===== src/rtl/gpio_bank.sv =====
// gpio_bank: NPORTS x 8-bit PacoBlaze3 GPIO with per-bit direction, rising-edge flags and a level irq.
// Latency: writes visible after 1 edge; in_port registered (1 edge); pin-to-flag 3 edges, pin-to-irq 4.
// Backpressure: none; every bus access is accepted and completes in a single clock.
module gpio_bank #(
   parameter logic [7:0] BASE_ADDR = 8'h10,
   parameter int         NPORTS    = 2
) (
   input  logic                clk,
   input  logic                rst,
   input  logic [7:0]          port_id,
   input  logic [7:0]          out_port,
   input  logic                write_strobe,
   input  logic                read_strobe,
   output logic [7:0]          in_port,
   input  logic [8*NPORTS-1:0] gpio_in,
   output logic [8*NPORTS-1:0] gpio_out,
   output logic [8*NPORTS-1:0] gpio_oe,
   output logic                irq
);
   localparam int         W        = 8*NPORTS;
   localparam logic [7:0] SUM_ADDR = BASE_ADDR + 8'(4*NPORTS);

   logic [W-1:0] out_q, out_d;
   logic [W-1:0] oe_q, oe_d;
   logic [W-1:0] ie_q, ie_d;
   logic [W-1:0] flag_q, flag_d;
   logic [W-1:0] sync1_q, sync2_q, prev_q;
   logic [1:0]   arm_q, arm_d;
   logic [7:0]   in_port_q, rdata_d;
   logic         irq_q, irq_d;

   logic [W-1:0] clr;
   logic [W-1:0] rise;
   logic [7:0]   offs;
   logic [7:0]   summary;
   logic         in_range;
   logic         armed;

   // The bus is a passive observer for reads; read_strobe carries no side effect.
   logic unused_rd;
   assign unused_rd = read_strobe;

   // Address decode, register writes, read mux and flag/irq next-state.
   always_comb begin
      offs     = port_id - BASE_ADDR;
      in_range = (port_id >= BASE_ADDR) && (port_id < SUM_ADDR);
      // Edges are only believed once the synchronizer has been refilled after reset.
      armed    = (arm_q == 2'd3);
      arm_d    = armed ? arm_q : arm_q + 2'd1;
      // prev tracks sync2 regardless of direction, so flipping DIR cannot fake an edge.
      rise     = sync2_q & ~prev_q & ~oe_q & {W{armed}};
      out_d    = out_q;
      oe_d     = oe_q;
      ie_d     = ie_q;
      clr      = '0;
      rdata_d  = 8'h00;
      summary  = 8'h00;
      for (int k = 0; k < NPORTS; k++) begin
         summary[k] = |(flag_q[8*k +: 8] & ie_q[8*k +: 8]);
         if (in_range && (offs[7:2] == 6'(k))) begin
            case (offs[1:0])
               2'd0: begin
                  rdata_d = (oe_q[8*k +: 8] & out_q[8*k +: 8]) |
                            (~oe_q[8*k +: 8] & sync2_q[8*k +: 8]);
                  if (write_strobe) out_d[8*k +: 8] = out_port;
               end
               2'd1: begin
                  rdata_d = oe_q[8*k +: 8];
                  if (write_strobe) oe_d[8*k +: 8] = out_port;
               end
               2'd2: begin
                  rdata_d = ie_q[8*k +: 8];
                  if (write_strobe) ie_d[8*k +: 8] = out_port;
               end
               default: begin
                  rdata_d = flag_q[8*k +: 8];
                  if (write_strobe) clr[8*k +: 8] = out_port;
               end
            endcase
         end
      end
      if (port_id == SUM_ADDR) rdata_d = summary;
      // A new edge in the same cycle as a write-1-clear keeps the flag set.
      flag_d = (flag_q & ~clr) | rise;
      irq_d  = |(flag_q & ie_q);
   end

   // State registers; synchronous reset clears everything including a read in flight.
   always_ff @(posedge clk) begin
      if (rst) begin
         out_q     <= '0;
         oe_q      <= '0;
         ie_q      <= '0;
         flag_q    <= '0;
         sync1_q   <= '0;
         sync2_q   <= '0;
         prev_q    <= '0;
         arm_q     <= 2'd0;
         in_port_q <= 8'h00;
         irq_q     <= 1'b0;
      end else begin
         out_q     <= out_d;
         oe_q      <= oe_d;
         ie_q      <= ie_d;
         flag_q    <= flag_d;
         sync1_q   <= gpio_in;
         sync2_q   <= sync1_q;
         prev_q    <= sync2_q;
         arm_q     <= arm_d;
         in_port_q <= rdata_d;
         irq_q     <= irq_d;
      end
   end

   assign in_port  = in_port_q;
   assign gpio_out = out_q;
   assign gpio_oe  = oe_q;
   assign irq      = irq_q;
endmodule


===== config.mk =====
export PLATFORM = sky130hd
export DESIGN_NAME = gpio_bank
export DESIGN_NICKNAME = d
export VERILOG_FILES = /design/src/rtl/gpio_bank.sv
export SDC_FILE = /design/constraint.sdc
export NUM_CORES = 1
export LEC_CHECK = 0
export CAP_MARGIN = 25
export CORE_MARGIN = 2
export CORE_UTILIZATION = 35
export CTS_BUF_LIST = sky130_fd_sc_hd__clkbuf_2
export DETAILED_ROUTE_END_ITERATION = 7
export GPL_TIMING_DRIVEN = 1
export MAX_ROUTING_LAYER = met4
export PLACE_DENSITY = 0.59
export SYNTH_ARGS = -nofsm -noshare
export SYNTH_HDL_FRONTEND = slang
export SYNTH_SLANG_ARGS = --single-unit

===== constraint.sdc =====
create_clock -name clk -period 5 [get_ports clk]
set_input_delay 1.25 -clock clk [delete_from_list [all_inputs] [get_ports clk]]
set_output_delay 1.25 -clock clk [all_outputs]
set_load 0.01 [all_outputs]

==> metrics.txt <==
RSZ-0062 raised after global routing=false; first drt pass iteration count=5; power per cell area=between 300 and 400 nW/um^2; status=completed; filler cell count=about 1,300; CORE AREA=between 10,000 and 15,000 sq um; syn_area_per_cell=roughly 9.8 sq um; Critical Path Stages=1; Hold Fails Final Rpt=0; Initial Util=0.358; setup ws final=between 2 and 2.5 ns; Slew @ Worst Pin=around 0.9 ns; CP Cell Sequence=clkdlybuf4s50_1; CP peak stage delay=~0.60 ns; Die Wd=123 microns; CTS Root Buffer Type=clkbuf_2; area of the multi-input gates=around 2300 sq um; syn nets=around 540; DRT Wirelength=approximately 12,000 microns; clock latency on the worst-skew pair=0.69 ns; Critical Path Source Type=flip-flop; hold slack=roughly 0.44 ns; met3 WL=approximately 700 microns; die area=15,100 sq um; layout cells sized above 1=0.0771; Via Count=roughly 3,800; initial antenna violation count=0; IO Pins=77; overall power=between 1.5 and 2 mW; setup tns final=0 ns; Worst setup startpoint=gpio_oe[13]; 1st-iter DRT viols=approximately 250; max frequency=between 300 and 400 MHz; Critical Path AT=between 1.5 and 2 ns; Hold Path Class=reg2reg; depth of the CTS H-tree=4; Antenna Cells=0; final period utilization=0.595; WL met1=5840 microns; clk slew on worst S/H paths=about 0.17 ns; worst reg2reg path depth=4; routed vias/inst=about 5.0; fin nets=about 600; area delta synth->final=21.8%; post-CTS sizing=0; Worst path slowest cell=clkdlybuf4s50_1; max layer used=met4; reg2reg setup slack=around 3 ns; post-CTS setup buffers=0; pre-CTS setup slack=~1.3 ns; library cells used by synthesis=37; FF-to-FF End=flag_q[10]; FF-to-FF Start=arm_q[0]; Netlist Area Pre-Place=between 4000 and 5000 sq um; CTS tree=built; drt drc=0; final setup fails=0; antenna violation net count after detailed routing=0; vias in the first global route=3,648; Clock Path Buffers=2; MaxCap Viol Count=0; Congestion Overflow GR=0; slew margin rel.=0.411; worst endpoint required time=3.75 ns; total track usage=0.179; CTS sink count=123; Site Rows=43; CTS Hold Bufs=0; first-pass GRT wire length=about 19,000 microns; maximum number of pins on one net before global-route repair=between 80 and 90; Synth Warn #=0; Leak=around 2.4 nW; wire length per cell=~16 microns; Final Wtd Congestion=0.865; FF/Latch Area=roughly 2500 sq um; wire length on met2=between 5000 and 6000 microns; maximum vdd ir drop=~0.16 mV; clock skew=roughly 0.026 ns; Worst setup EP type=primary output; CTS buffer count=17; CP delay by family, top=buffers and inverters; Worst Path Buf+Inv=1; Tmin final=2.98 ns; PortBufs=75; Detailed Place HPWL=approximately 8300 microns; kind of critical path=reg2out; Worst Setup EP=gpio_oe[13]; Synth Instances=a little over 500; Final Slew Violations=0; Die H=between 100 and 150 microns; number of synthesized register bits=roughly 120; sequential share of the synthesized area=0.498; crit-path max FO=5
-- per-layer routing --
| layer | up-vias | track usage |
|---|---|---|
| met4 | 0 | 0.0611 |
| met2 | 111 | 0.270 |
| met5 | - | - |
| li1 | 1894 | - |
| met1 | 1791 | 0.229 |
| met3 | 14 | 0.0517 |
-- area by class of cell --
class / instances / area share
inverter: 10 / 0.00623
tap: 180 / 0.0374
multi-input combinational: 342 / 0.377
clock buffer: 20 / 0.0166
timing repair buffer: 78 / 0.129
sequential: 123 / 0.409
clock inverter: 11 / 0.0251
-- cells in the mapped netlist (all sizes together) --
master	number	area (sq um)
nor4b	1	23.8
a22oi	8	60.1
o21ai	38	190
mux2i	65	651
nand2	14	52.6
and2b	1	8.76
a21oi	16	80.1
nand3	5	45.0
a311oi	10	87.6
or4bb	6	67.6
nor2b	48	300
nand2b	13	81.3
and3b	2	17.5
ha	1	12.5
or4b	2	20.0
nand3b	2	15.0
clkbuf	18	87.6
and3	3	21.3
inv	10	37.5
nor4bb	8	80.1
and2	2	12.5
dfxtp	123	2460
buf	11	90.1
nand4	4	25.0
xor2	1	8.76
nor2	76	285
nor3b	1	7.51
o211ai	12	90.1
or3b	2	17.5
nand4b	1	8.76
-- placed cells by master (no fill, tap or decap), drive strengths merged --
cell / count
and3: 3
bufinv: 4
and2: 2
clkdlybuf4s50: 73
nor2: 76
and2b: 1
nand2: 14
nand4: 4
dfxtp: 123
clkinv: 7
a311oi: 10
xor2: 1
nand3b: 2
nand3: 5
or3b: 2
or4bb: 6
nor4b: 1
nor3b: 1
mux2i: 65
buf: 5
nor2b: 48
and3b: 2
a21oi: 16
a22oi: 8
clkbuf: 20
nor4bb: 8
o211ai: 12
nand2b: 13
or4b: 2
inv: 10
o21ai: 38
ha: 1
nand4b: 1
-- stage by stage --
| step | util | cell area [sq um] | instances |
|---|---|---|---|
| 6_report | 0.436 | 6020 | 764 |
| 4_1_cts | 0.434 | 6000 | 763 |
| 5_1_grt | 0.436 | 6020 | 764 |
| 3_3_place_gp | 0.416 | 5750 | 732 |
| 3_5_place_dp | 0.416 | 5750 | 732 |
| 2_1_floorplan | - | 4950 | 504 |
-- registers in the layout (all words and copies together), names as in the netlist --
signal / count
arm_q: 2
gpio_oe: 16
flag_q: 16
prev_q: 16
irq: 1
sync1_q: 16
sync2_q: 16
ie_q: 16
gpio_out: 16
in_port: 8
-- power by group --
| group | total (mW) | switching [mW] | internal [mW] |
|---|---|---|---|
| Clock | 0.673 | 0.348 | 0.324 |
| Combinational | 0.128 | 0.0688 | 0.0594 |
| Sequential | 1.01 | 0.0108 | 1.00 |
| Total | 1.81 | 0.428 | 1.39 |
-- logic make-up after synthesis --
family,after synthesis,synth area share
compound gates,84,0.103
xor+xnor,1,0.00177
fa+ha+maj,1,0.00253
buf+inv,39,0.0435
flops,123,0.498
mux,65,0.132
simple gates,191,0.220
-- worst min-delay path by stage --
| stage | from | endpoint | depth (start not counted) |
|---|---|---|---|
| 2_1_floorplan | sync1_q[0] | sync2_q[0] | 1 |
| 3_3_place_gp | sync1_q[12] | sync2_q[12] | 1 |
| 3_5_place_dp | sync1_q[10] | sync2_q[10] | 1 |
| 4_1_cts | sync1_q[9] | sync2_q[9] | 1 |
| 5_1_grt | sync1_q[8] | sync2_q[8] | 1 |
| 6_report | sync1_q[9] | sync2_q[9] | 1 |
Note: power is estimated with default switching activity, not from simulation.
==> RTL edit, RTL diff (same settings) <==
The parameter `NPORTS` goes from 2 to 4.
--- a/src/rtl/gpio_bank.sv
+++ b/src/rtl/gpio_bank.sv
@@ -5,3 +5,3 @@
    parameter logic [7:0] BASE_ADDR = 8'h10,
-   parameter int         NPORTS    = 2
+   parameter int         NPORTS    = 4
 ) (
Ports: changed (resized gpio_in, gpio_oe and gpio_out); port bits go from 77 to 125. The function was not compared with the original's and may differ.
==> RTL edit against the unedited design <==
  * The run now ends with design-rule violations left
  * Routed wire length rose by 130%
  * Design area grew 87%
  * Critical path depth rose by 5
  * Area after synthesis rose by 88%
  * Sequential cell count grew 112
  * Total power rose by 85%
  * Critical endpoint is now gpio_out[5]
  * Final cell count is 95% higher
  * Setup slack lost 0.20 ns
  * Global-route usage is 2.2 points higher
  * Core utilization decreased by 0.48 points
  * Non-clock buffer count is 58 higher
  * Fmax decreased by 6.4%
==> RTL edit: results <==
set metrics [dict create \
    status "finished, violations left" \
    failed_checks "design-rule violations" \
    cts_resized 0 \
    tightest_slew_ns 1.06 \
    drtPass1Iterations 7 \
    path_clk_slew_ns 0.10 \
    cp_max_fo 19 \
    peakVddDrop_mv 0.142 \
    ctsLongestPathBuffers 3 \
    grt_max_degree 122 \
    drc 18 \
    synthArstFlopShare_pct 0 \
    nNetsFinal 1175 \
    drt_iter0_markers 695 \
    fillers 2638 \
    syn_nets 1049 \
    grt_pass1_wl_um 42300 \
    yosysSeqAreaShare_pct 50.5 \
    netlist_top_cells_area "dfxtp_1 50%, mux2i_1 10%, o21ai_0 5.8%" \
    finalClockSkew_ns 0.0525 \
    viasPerCell 5.21 \
    p_leak_nw 4.24 \
    numCtsBuffers 59 \
    worstPathArrival_ns 3.95 \
    cts.htree.levels 2 \
    grt_antenna_before_repair 1 \
    hpwl_um 18300 \
    root_buffer "clkbuf_2" \
    hold_path_class "reg -> reg" \
    track_usage_pct 20.1 \
    post-place-ws_ns 1.03 \
    place.gp.congestion 0.852 \
    drive_gt1_share_pct 12.3 \
    netlist-cell-type-count 50 \
    post_cts_buffers 0 \
    grt_pass1_vias 7203 \
    wl_per_cell_um 18.9 \
    place.port_buffers 123 \
    synth_common_cells "235 x dfxtp_1, 108 x o21ai_0, 107 x nor2_1" \
    clk_latency_ns 0.84 \
    ys.flop_type "dfxtp_1" \
    yosysWarnings 0 \
]
-- RTL edit: cell types whose count changed in the layout (fill, tap and decap cells not counted), moves of 31 or more --
cell,before,now
clkdlybuf4s50_1,73,121
nand2_1,14,59
a21oi_1,16,80
nor2_1,76,107
clkbuf_2,20,86
dfxtp_1,123,235
o21ai_0,37,108
mux2i_1,65,97
-- RTL edit: layout make-up --
type	instances	area share, %
Clock inverter	6	0.233
Clock buffer	86	3.82
Tap cell	335	3.72
Multi-Input combinational cell	666	37.7
Antenna cell	2	0.0444
Inverter	24	0.800
Sequential cell	235	41.8
Timing Repair Buffer	136	11.9
-- RTL edit: worst paths after layout --
path / from / to / slack [ns] / cells past startpoint
worst max register to register: gpio_oe[3] / in_port[3] / 3.14 / 5
worst min register to register: sync1_q[6] / sync2_q[6] / 0.40 / 1
worst max-delay path: port_id[1] / gpio_out[5] / 1.82 / 6
worst min-delay path: sync1_q[6] / sync2_q[6] / 0.40 / 1
-- RTL edit: kinds of logic after synthesis --
group                      Yosys count  synth area share (%)
AOI/OAI and AO/OA                  245                  15.4
xor gates and xnor gates             1                0.0940
adders and majority gates            1                 0.134
buffers and inverters               95                  4.01
DFF                                235                  50.5
muxes                               97                  10.4
and+or+nand+nor                    322                  19.5
-- RTL edit: where the power goes --
group          internal [mW]  switching [mW]
Clock                  0.446           0.735
Combinational         0.0980           0.150
Sequential              1.91          0.0159
Total                   2.46           0.901
-- RTL edit: routing by layer --
metal | vias up | routed length, um | track usage (%)
li1 | 3766 | - | -
met1 | 3671 | 13500 | 27.9
met2 | 269 | 12300 | 29.2
met3 | 53 | 1620 | 3.57
met4 | 0 | 731 | 7.52
met5 | - | 0 | -
-- RTL edit: through the flow --
step | power [mW] | area, um2 | hold slack, ns | std cells
floorplan | 2.11 | 9320 | 0.414 | 996
global placement | 2.22 | 10800 | 0.417 | 1396
detailed placement | 2.22 | 10800 | 0.421 | 1396
CTS | 3.40 | 11300 | 0.409 | 1488
global route | 3.52 | 11300 | 0.395 | 1489
finish | 3.36 | 11300 | 0.402 | 1490
-- RTL edit: critical path: stages --
cell             delay (ns)
clkdlybuf4s50_1        0.82
nor2_1                 0.48
nand2_1                0.64
nor2_4                 0.47
nand2_1                0.11
a21oi_1                0.16
